## src/rtl/prores_pkg.sv

```systemverilog
// Shared types for the size-patch write-back path: request struct, FSM states, byte select.
// Latency: n/a (types and pure functions only).
// Backpressure: n/a.
package prores_pkg;

    localparam int MAX_PATCH_BYTES = 4;

    typedef enum logic {
        IDLE  = 1'b0,
        WRITE = 1'b1
    } state_t;

    typedef struct packed {
        logic [31:0] addr;
        logic [31:0] val;
        logic [2:0]  size;
    } patch_req_t;

    // Byte k of an n-byte big-endian field; bits above n*8 never reach the output.
    function automatic logic [7:0] patch_byte(input logic [31:0] v,
                                              input logic [2:0]  n,
                                              input logic [2:0]  k);
        logic [1:0] sel;
        sel = 2'(n - k - 3'd1);
        return 8'(v >> {sel, 3'b000});
    endfunction

endpackage

```

## src/rtl/patch_fifo.sv

```systemverilog
// Synchronous request FIFO of patch_req_t entries with occupancy count.
// Latency: pushed entry visible at pop_dat one cycle after the push edge.
// Backpressure: push while full is accepted only alongside a pop; otherwise ignored.
module patch_fifo
    import prores_pkg::*;
#(
    parameter int DEPTH = 8
) (
    input  logic                     clock,
    input  logic                     reset,
    input  logic                     push,
    input  patch_req_t               push_dat,
    input  logic                     pop,
    output patch_req_t               pop_dat,
    output logic                     full,
    output logic                     empty,
    output logic [$clog2(DEPTH):0]   count
);
    localparam int AW = $clog2(DEPTH);

    patch_req_t      mem [DEPTH];
    logic [AW-1:0]   wr_ptr;
    logic [AW-1:0]   rd_ptr;
    logic            do_push;
    logic            do_pop;

    assign empty   = (count == '0);
    assign full    = (count == (AW+1)'(DEPTH));
    assign do_pop  = pop && !empty;
    assign do_push = push && (!full || do_pop);
    assign pop_dat = mem[rd_ptr];

    always_ff @(posedge clock) begin
        if (do_push) begin
            mem[wr_ptr] <= push_dat;
        end
    end

    always_ff @(posedge clock or posedge reset) begin
        if (reset) begin
            wr_ptr <= '0;
            rd_ptr <= '0;
            count  <= '0;
        end else begin
            if (do_push) wr_ptr <= wr_ptr + 1'b1;
            if (do_pop)  rd_ptr <= rd_ptr + 1'b1;
            case ({do_push, do_pop})
                2'b10:   count <= count + 1'b1;
                2'b01:   count <= count - 1'b1;
                default: count <= count;
            endcase
        end
    end

endmodule

```

## src/rtl/size_patch_writer.sv

```systemverilog
// Queues size-patch requests and writes each field big-endian, one byte per cycle.
// Latency: first byte strobed one cycle after the request edge when idle; n cycles per n-byte field.
// Backpressure: none upstream; a valid request meeting a full FIFO with no pop is dropped and flagged.
module size_patch_writer
    import prores_pkg::*;
#(
    parameter int DEPTH  = 8,
    parameter int ADDR_W = 13
) (
    input  logic              clock,
    input  logic              reset,
    input  logic [31:0]       offset_addr,
    input  logic [31:0]       val,
    input  logic [31:0]       byte_size,
    output logic              wr_en,
    output logic [ADDR_W-1:0] wr_addr,
    output logic [7:0]        wr_data,
    output logic              busy,
    output logic              overflow,
    output logic              bad_size
);
    localparam int CW = $clog2(DEPTH) + 1;

    state_t      state_q, state_d;
    patch_req_t  req, head, cur_q, cur_d, src;
    logic [2:0]  idx_q, idx_d, k;
    logic [CW-1:0] count;
    logic        req_vld, req_bad, push_acc;
    logic        full, empty, pop, emit, last, nonempty_d;

    assign req_vld  = (byte_size != 32'd0) && (byte_size <= 32'(MAX_PATCH_BYTES));
    assign req_bad  = (byte_size > 32'(MAX_PATCH_BYTES));
    assign req      = '{addr: offset_addr, val: val, size: byte_size[2:0]};
    assign push_acc = req_vld && (!full || pop);
    assign last     = (idx_q == cur_q.size - 3'd1);

    patch_fifo #(.DEPTH(DEPTH)) u_fifo (
        .clock    (clock),
        .reset    (reset),
        .push     (req_vld),
        .push_dat (req),
        .pop      (pop),
        .pop_dat  (head),
        .full     (full),
        .empty    (empty),
        .count    (count)
    );

    always_ff @(posedge clock or posedge reset) begin
        if (reset) state_q <= IDLE;
        else       state_q <= state_d;
    end

    always_comb begin
        state_d = state_q;
        case (state_q)
            IDLE:    if (!empty && head.size != 3'd1) state_d = WRITE;
            WRITE:   if (last && empty)               state_d = IDLE;
            default: state_d = IDLE;
        endcase
    end

    // Popping on the final byte lets the next field's byte 0 follow without a bubble.
    always_comb begin
        pop   = 1'b0;
        emit  = 1'b0;
        src   = cur_q;
        k     = idx_q;
        cur_d = cur_q;
        idx_d = idx_q;
        case (state_q)
            IDLE: begin
                if (!empty) begin
                    pop   = 1'b1;
                    emit  = 1'b1;
                    src   = head;
                    k     = 3'd0;
                    cur_d = head;
                    idx_d = 3'd1;
                end
            end
            WRITE: begin
                emit = 1'b1;
                if (!last) begin
                    idx_d = idx_q + 3'd1;
                end else if (!empty) begin
                    pop   = 1'b1;
                    cur_d = head;
                    idx_d = 3'd0;
                end
            end
            default: ;
        endcase
    end

    assign nonempty_d = push_acc || (!empty && !(pop && count == CW'(1)));

    always_ff @(posedge clock or posedge reset) begin
        if (reset) begin
            wr_en    <= 1'b0;
            wr_addr  <= '0;
            wr_data  <= '0;
            busy     <= 1'b0;
            overflow <= 1'b0;
            bad_size <= 1'b0;
            cur_q    <= '0;
            idx_q    <= '0;
        end else begin
            wr_en <= emit;
            if (emit) begin
                wr_addr <= ADDR_W'(src.addr + 32'(k));
                wr_data <= patch_byte(src.val, src.size, k);
            end
            busy     <= nonempty_d || (state_d == WRITE) || emit;
            overflow <= overflow | (req_vld & ~push_acc);
            bad_size <= bad_size | req_bad;
            cur_q    <= cur_d;
            idx_q    <= idx_d;
        end
    end

endmodule

```

## config.mk

```make
export PLATFORM = sky130hd
export DESIGN_NAME = size_patch_writer
export DESIGN_NICKNAME = d
export VERILOG_FILES = /design/src/rtl/prores_pkg.sv /design/src/rtl/patch_fifo.sv /design/src/rtl/size_patch_writer.sv
export SDC_FILE = /design/constraint.sdc
export NUM_CORES = 1
export LEC_CHECK = 0
export CORE_MARGIN = 2
export CORE_UTILIZATION = 45
export CTS_CLUSTER_DIAMETER = 200
export DETAILED_ROUTE_END_ITERATION = 6
export GPL_ROUTABILITY_DRIVEN = 0
export PLACE_DENSITY = 0.66
export SYNTH_ARGS = -nofsm -noshare
export SYNTH_HDL_FRONTEND = slang
export SYNTH_SLANG_ARGS = --single-unit
```

## constraint.sdc

```tcl
create_clock -name clock -period 5.35 [get_ports clock]
set_input_delay 0.8025 -clock clock [delete_from_list [all_inputs] [get_ports clock]]
set_output_delay 0.8025 -clock clock [all_outputs]
set_load 0.03 [all_outputs]
```

==> summary.md, run 1 <==
| Metric | Value |
|---|---|
| Number of synthesized register bits | 471 |
| Area Growth Syn to Fin | 16.89% |
| Mean Syn Cell Area | 17.48 um^2 |
| CTS root buffer | clkbuf_16 |
| WHS Path Cells | 2 |
| Critical path class | reg -> reg |
| Sequential share of the synthesized area | 72.09% |
| Die H | 209.6 um |
| Synth area leader | edfxtp_1 |
| R2R cell count | 11 |
| Maximum vdd drop | 243.3 uV |
| Worst slew pin tran | 0.9707 ns |
| Synth Area in Simple Gates | 4.362% |
| P per Cell Area | 362.2 nW/um^2 |
| Most frequent cells in the layout | 384 x edfxtp_1, 103 x clkdlybuf4s50_1, 97 x nand2_1, 84 x dfrtp_1, 78 x mux4_2 |
| Deepest clock path buffer count | 3 |
| Complex-gate fraction of the synthesized area | 6.126% |
| Synth Area in Adders | 0.8291% |
| Largest net degree at the start of global routing | 103 |
| Worst min-delay path endpoint | cur_q[38]$_DFFE_PP0P_ |
| Initial antenna violation count | 1 |
| Post-synth cell types | 58 |
| Area after DPL | 20,690 um^2 |
| Drt drc | 0 |
| Setup bufs post-CTS | 0 |
| Clk_lat worst skew | 0.57 ns |
| Worst path arrival time | 4.34 ns |
| Pleak | 7.352 nW |
| CP endpoint kind | register |
| Rel. slew slack | 35.21% |
| PortBufs | 103 |
| CTS Buf Count | 49 |
| Synth async-reset ratio | 18.47% |
| Max_cap viols | 0 |
| Routed vias/inst | 5.506 |
| Largest family of logic cells by synthesized area | multiplexers |
| First-pass GRT wire length | 60,420 um |
| H-tree levels | 2 |
| Number of flops mapped to enable cells by yosys | 384 |
| Worst reg-to-reg setup slack | 1.41 ns |
| Drt initial violations | 759 |
| Worst reg2reg path startpoint | u_fifo.count[0]$_DFFE_PP0P_ |
| Worst hold path class | reg -> reg |
| Status | finished clean |
| Xor and xnor area share after synthesis | 1.132% |
| Slew Limit Fails | 0 |
| Period utilisation layout | 73.70% |
| Rows | 75 |
| Synth warn | 0 |
| Clock Skews | 0.01287 ns |
| Crit-path max FO | 24 |
| Required time of the worst setup path | 5.75 ns |
| CTS tree | yes |
| CTS Hold Bufs | 0 |
| Syn Inst Count | 1,088 |
| CTS clk-pin slew, worst paths | 0.06 ns |
| Setup Viol. Count Final | 0 |
| Syn_nets | 1,198 |
| Synth area leaders | edfxtp_1 61%, dfrtp_1 11%, mux4_2 9.2%, mux2i_1 3.2%, nand2_1 1.9% |
| Final Hold Fails | 0 |
| Hold path start | cur_q[38]$_DFFE_PP0P_ |
| Cell Area, Synth | 19,020 um^2 |
| Tmin final | 3.943 ns |
| Share of the synthesized area in the top cell type | 60.64% |
| Drt wl/cell | 21.82 um |
| DIE WIDTH | 209.6 um |
| Io pins | 123 |
| Most common library cell in the layout ignoring fill and taps | edfxtp_1 |
| Achievable Freq | 253.6 MHz |
| Crit start category | register |
| Antenna diodes | 0 |
| GRT Total Usage | 18.24% |
| Main synth FF type | edfxtp_1 |
| Initial Util | 45.43% |
| Gr ovfl total | 0 |
| Fin nets | 1,320 |
| RSZ-0062 raised after global routing | no |
| Die ar. | 43,920 um^2 |
| R2r endpoint | wr_data[5]$_DFFE_PP0P_ |
| Mux contribution to synthesized area | 13.51% |
| CTS resizes | 0 |
| DR pass1 iterations | 5 |
| Core Area | 41,850 um^2 |
| Tot Pwr | 8.050 mW |
| Layout cells sized above 1 | 17.37% |
| Post-Route WL | 39,020 um |
| Final Cell Area | 22,230 um^2 |
| CTS Sinks | 471 |
| Post-route ant nets | 0 |
| DPL Wire Length | 23,030 um |
| Vias in the first global route | 10,180 |
| DR vias | 9,845 |
cells in the mapped netlist (3+ instances only):
library cell,count
buf_6,3
o21ai_0,58
nor3b_1,5
a22o_1,10
edfxtp_1,384
nand3_1,5
mux2_2,16
o22ai_1,8
xnor2_1,11
o221a_2,4
buf_2,12
mux2i_1,61
o31ai_1,10
o211ai_1,17
a21oi_1,30
nand2b_1,4
buf_1,7
buf_4,7
a211oi_1,9
o21ai_1,3
dfrtp_1,87
xor2_1,11
nor3_1,6
nor2b_1,4
nand2_1,98
inv_1,12
o31ai_4,5
nor2_1,42
nor4_1,8
clkbuf_1,26
mux4_2,78
ha_1,11
per-layer routing:
layer / vias up / routed length, um / part of all wire, % / GRT usage, %
li1: 4531 / - / - / -
met1: 5040 / 17230 / 44 / 24.99
met4: 2 / 738 / 1.9 / 4.696
met3: 61 / 1632 / 4.2 / 3.382
met2: 211 / 19410 / 50 / 30.44
met5: - / 11 / 0.028 / 0
where the power goes:
part,switching (mW),internal [mW]
logic,0.377,0.284
clock network,1.34,1.90
registers,0.0713,4.08
total,1.79,6.26
worst max-delay path, cell delays in order (launching register included):
cell and delay (ns):
dfrtp_1 0.42, inv_1 0.11, ha_1 0.19, nor3b_2 0.16, buf_4 0.27, or2_2 0.61
nand2_1 0.24, ha_1 0.76, mux2i_1 0.26, o32ai_1 0.11, o31ai_1 0.50, a21oi_1 0.13
worst max-delay path by stage:
stage	start	to	slack, ns	cells after the start
floorplan	byte_size[21]	u_fifo.mem[4][0]$_DFFE_PP_	-0.73	7
global placement	byte_size[1]	u_fifo.mem[7][17]$_DFFE_PP_	0.90	9
detailed placement	byte_size[1]	u_fifo.mem[7][9]$_DFFE_PP_	0.92	9
CTS	u_fifo.count[0]$_DFFE_PP0P_	wr_data[5]$_DFFE_PP0P_	1.44	11
global route	u_fifo.count[0]$_DFFE_PP0P_	wr_data[5]$_DFFE_PP0P_	1.17	11
finish	u_fifo.count[0]$_DFFE_PP0P_	wr_data[5]$_DFFE_PP0P_	1.41	11
flip-flops by register name (all words and copies together) (netlist names), 3 cells and up, named ones only:
name / count
cur_q: 47
u_fifo.rd_ptr: 3
u_fifo.mem: 384
u_fifo.wr_ptr: 3
wr_data: 8
wr_addr: 13
idx_q: 3
u_fifo.count: 4
cells by family after synthesis:
| logic type | Yosys count |
|---|---|
| AND/OR/NAND/NOR | 184 |
| flip-flops | 471 |
| adder cells (fa/ha/maj) | 12 |
| buffers and inverters | 70 |
| AO/OA/AOI/OAI | 171 |
| XOR/XNOR | 23 |
| multiplexers | 157 |
through the flow:
step / hold WS (ns) / setup TNS [ns] / worst slack [ns] / util (%) / instances
6_report: 0.4669 / 0 / 1.407 / 53.11 / 1788
5_1_grt: 0.4845 / 0 / 1.167 / 53.11 / 1788
4_1_cts: 0.4704 / 0 / 1.436 / 53.11 / 1788
3_5_place_dp: 0.4551 / 0 / 0.9184 / 49.45 / 1698
3_3_place_gp: 0.4494 / 0 / 0.8984 / 49.45 / 1698
2_1_floorplan: 0.4421 / -116.69 / -0.7303 / - / 1088
cell type report:
class / count / area (um^2)
well taps: 539 / 674.4
flip-flops and latches: 471 / 13720
repair buffers: 129 / 1251
inverters: 12 / 47.55
multi-input cells: 547 / 5005
clock buffers: 67 / 1346
clock inverters: 23 / 186.4
fillers: 3369 / 19630
No activity file was read; power rests on OpenSTA's default activity.
==> run 2: changes to the inputs <==
--- a/config.mk
+++ b/config.mk
@@ -10,7 +10,6 @@
 export CTS_CLUSTER_DIAMETER = 200
 export DETAILED_ROUTE_END_ITERATION = 6
 export GPL_ROUTABILITY_DRIVEN = 0
-export PLACE_DENSITY = 0.66
 export SYNTH_ARGS = -nofsm -noshare
 export SYNTH_HDL_FRONTEND = slang
 export SYNTH_SLANG_ARGS = --single-unit
==> constraint.sdc (replaced) <==
create_clock -name clock -period 3.9 [get_ports clock]
set_input_delay 0.585 -clock clock [delete_from_list [all_inputs] [get_ports clock]]
set_output_delay 0.585 -clock clock [all_outputs]
set_load 0.03 [all_outputs]
==> run 2 against run 1 <==
Against the previous run:
- total power is 40% higher
- non-clock buffer count is 15 higher
- fmax is 22% higher
- clock power is 43% higher
- routed wire length is 0.70% higher
- global-route usage is 0.19 points higher
- sequential power is 37% higher
- core utilization is 0.85 points higher
- clock skew is 0.0033 ns higher
- register-to-register slack worse by 0.73 ns
- via count hardly changed
==> summary.md, run 2 (same netlist as run 1, synthesis figures left out) <==
| Metric | Value |
|---|---|
| Final Cell Area | 22,580 um^2 |
| Critical path class | reg -> reg |
| Final Hold Fails | 0 |
| H-tree levels | 2 |
| Most common cell on crit path | mux2i_1 |
| Most frequent cells in the layout | 384 x edfxtp_1, 103 x clkdlybuf4s50_1, 97 x nand2_1, 84 x dfrtp_1, 78 x mux4_2 |
| Achievable Freq | 310.4 MHz |
| WP buf/inv | 1 |
| Rows | 75 |
| Clock Skews | 0.01614 ns |
| Area after DPL | 20,970 um^2 |
| Hold_ws | 0.4350 ns |
| Required time of the worst setup path | 4.31 ns |
| Placed Instances | 1,713 |
| Setup bufs post-CTS | 0 |
| CTS Hold Bufs | 0 |
| Top flop regs | u_fifo.mem (384), cur_q (47), wr_addr (13) |
| DIE WIDTH | 209.6 um |
| Pleak | 7.478 nW |
| Max_cap viols | 0 |
| Maximum vdd drop | 339.0 uV |
| Worst hold path class | in -> async |
| Worst slew pin tran | 0.9620 ns |
| Largest register by flop count | u_fifo.mem |
| Finished Layout Cells | 1,803 |
| Worst path arrival time | 3.63 ns |
| CTS Sinks | 471 |
| Setup Viol. Count Final | 0 |
| Initial Util | 45.43% |
| Antenna diodes | 0 |
| PortBufs | 103 |
| GRT Total Usage | 18.43% |
| CP delay by family, top | multiplexers |
| Tmin final | 3.221 ns |
| CTS clk-pin slew, worst paths | 0.06 ns |
| Slew Limit Fails | 0 |
| Die H | 209.6 um |
| Crit-path max FO | 14 |
| RSZ-0062 raised after global routing | no |
| Vias in the first global route | 10,060 |
| Tot Pwr | 11.23 mW |
| Max FFs per register | 384 |
| Die ar. | 43,920 um^2 |
| Status | finished clean |
| Routed vias/inst | 5.457 |
| P per Cell Area | 497.4 nW/um^2 |
| CTS tree | yes |
| Gr ovfl total | 0 |
| Most common library cell in the layout ignoring fill and taps | edfxtp_1 |
| Final core occ | 53.96% |
| Slowest stage delay, CP | 0.62 ns |
| Fillers | 3,320 |
| Crit start category | register |
| Rel. slew slack | 35.80% |
| Drt initial violations | 643 |
| Post-route ant nets | 0 |
| DR pass1 iterations | 5 |
| CTS Buf Count | 49 |
| Layout cells sized above 1 | 19.07% |
| Deepest clock path buffer count | 3 |
| Core Area | 41,850 um^2 |
| CTS resizes | 0 |
| Worst-path cell chain | mux4_2 > mux2i_1 > o21ai_0 > ha_1 > buf_4 > mux2i_1 > o32ai_1 > o31ai_1 > a21oi_1 |
| Post-Route WL | 39,290 um |
| Largest net degree at the start of global routing | 102 |
| Crit-path slowest cell | dfrtp_4 |
| Drt drc | 0 |
| Drt wl/cell | 21.79 um |
| First-pass GRT wire length | 60,630 um |
| Area Growth Syn to Fin | 18.75% |
| Fin nets | 1,335 |
| Period utilisation layout | 82.60% |
| Clk_lat worst skew | 0.58 ns |
| DR vias | 9,839 |
| Initial antenna violation count | 0 |
| CTS root buffer | clkbuf_16 |
| DPL Wire Length | 23,570 um |
| CP endpoint kind | register |
| Io pins | 123 |
## run 2: cell count changes in the layout (fill, tap and decap cells not counted), moves of 3 or more
cell,previous run,this run
buf_12,2,13
buf_4,24,28
clkbuf_1,15,9
clkinvlp_4,0,4
clkinv_1,12,9
clkinv_2,5,8
## run 2: power breakdown
group | internal (mW) | leakage (nW) | switching (mW) | total, mW
logic | 0.397 | 2.04 | 0.514 | 0.911
clock network | 2.76 | 0.781 | 1.88 | 4.64
registers | 5.59 | 4.65 | 0.0918 | 5.68
## run 2: worst paths after layout
path	start	end	slack, ns	depth (start not counted)
worst max-delay path	u_fifo.rd_ptr[0]$_DFFE_PP0P_	wr_data[1]$_DFFE_PP0P_	0.68	9
worst min-delay path	reset	wr_addr[2]$_DFFE_PP0P_	0.43	2
worst max register to register	u_fifo.rd_ptr[0]$_DFFE_PP0P_	wr_data[1]$_DFFE_PP0P_	0.68	9
worst min register to register	wr_addr[0]$_DFFE_PP0P_	wr_addr[0]$_DFFE_PP0P_	0.46	2
max in group asynchronous	reset	cur_q[24]$_DFFE_PP0P_	2.71	3
min in group clock	wr_addr[0]$_DFFE_PP0P_	wr_addr[0]$_DFFE_PP0P_	0.46	2
## run 2: final cells by class
class	count	area, um^2	area share, %
well taps	539	674.4	2.986
multi-input cells	547	5030	22.27
clock inverters	28	274.0	1.213
clock buffers	62	1338	5.923
flip-flops and latches	471	13720	60.74
repair buffers	144	1501	6.649
inverters	12	47.55	0.2105
## run 2: metal layers
metal / wire length [um] / global-route usage (%) / vias up
met5: 0 / 0 / -
li1: - / - / 4560
met1: 17340 / 24.89 / 5034
met3: 1750 / 3.457 / 47
met2: 19550 / 31.14 / 198
met4: 653 / 4.696 / 0
## run 2: per-stage QoR
stage               setup TNS (ns)  setup WS, ns
floorplan                   -91.11       -0.3843
CTS                              0        0.6474
finish                           0        0.6786
global placement                 0        0.2214
global route                     0        0.4540
detailed placement               0        0.1918
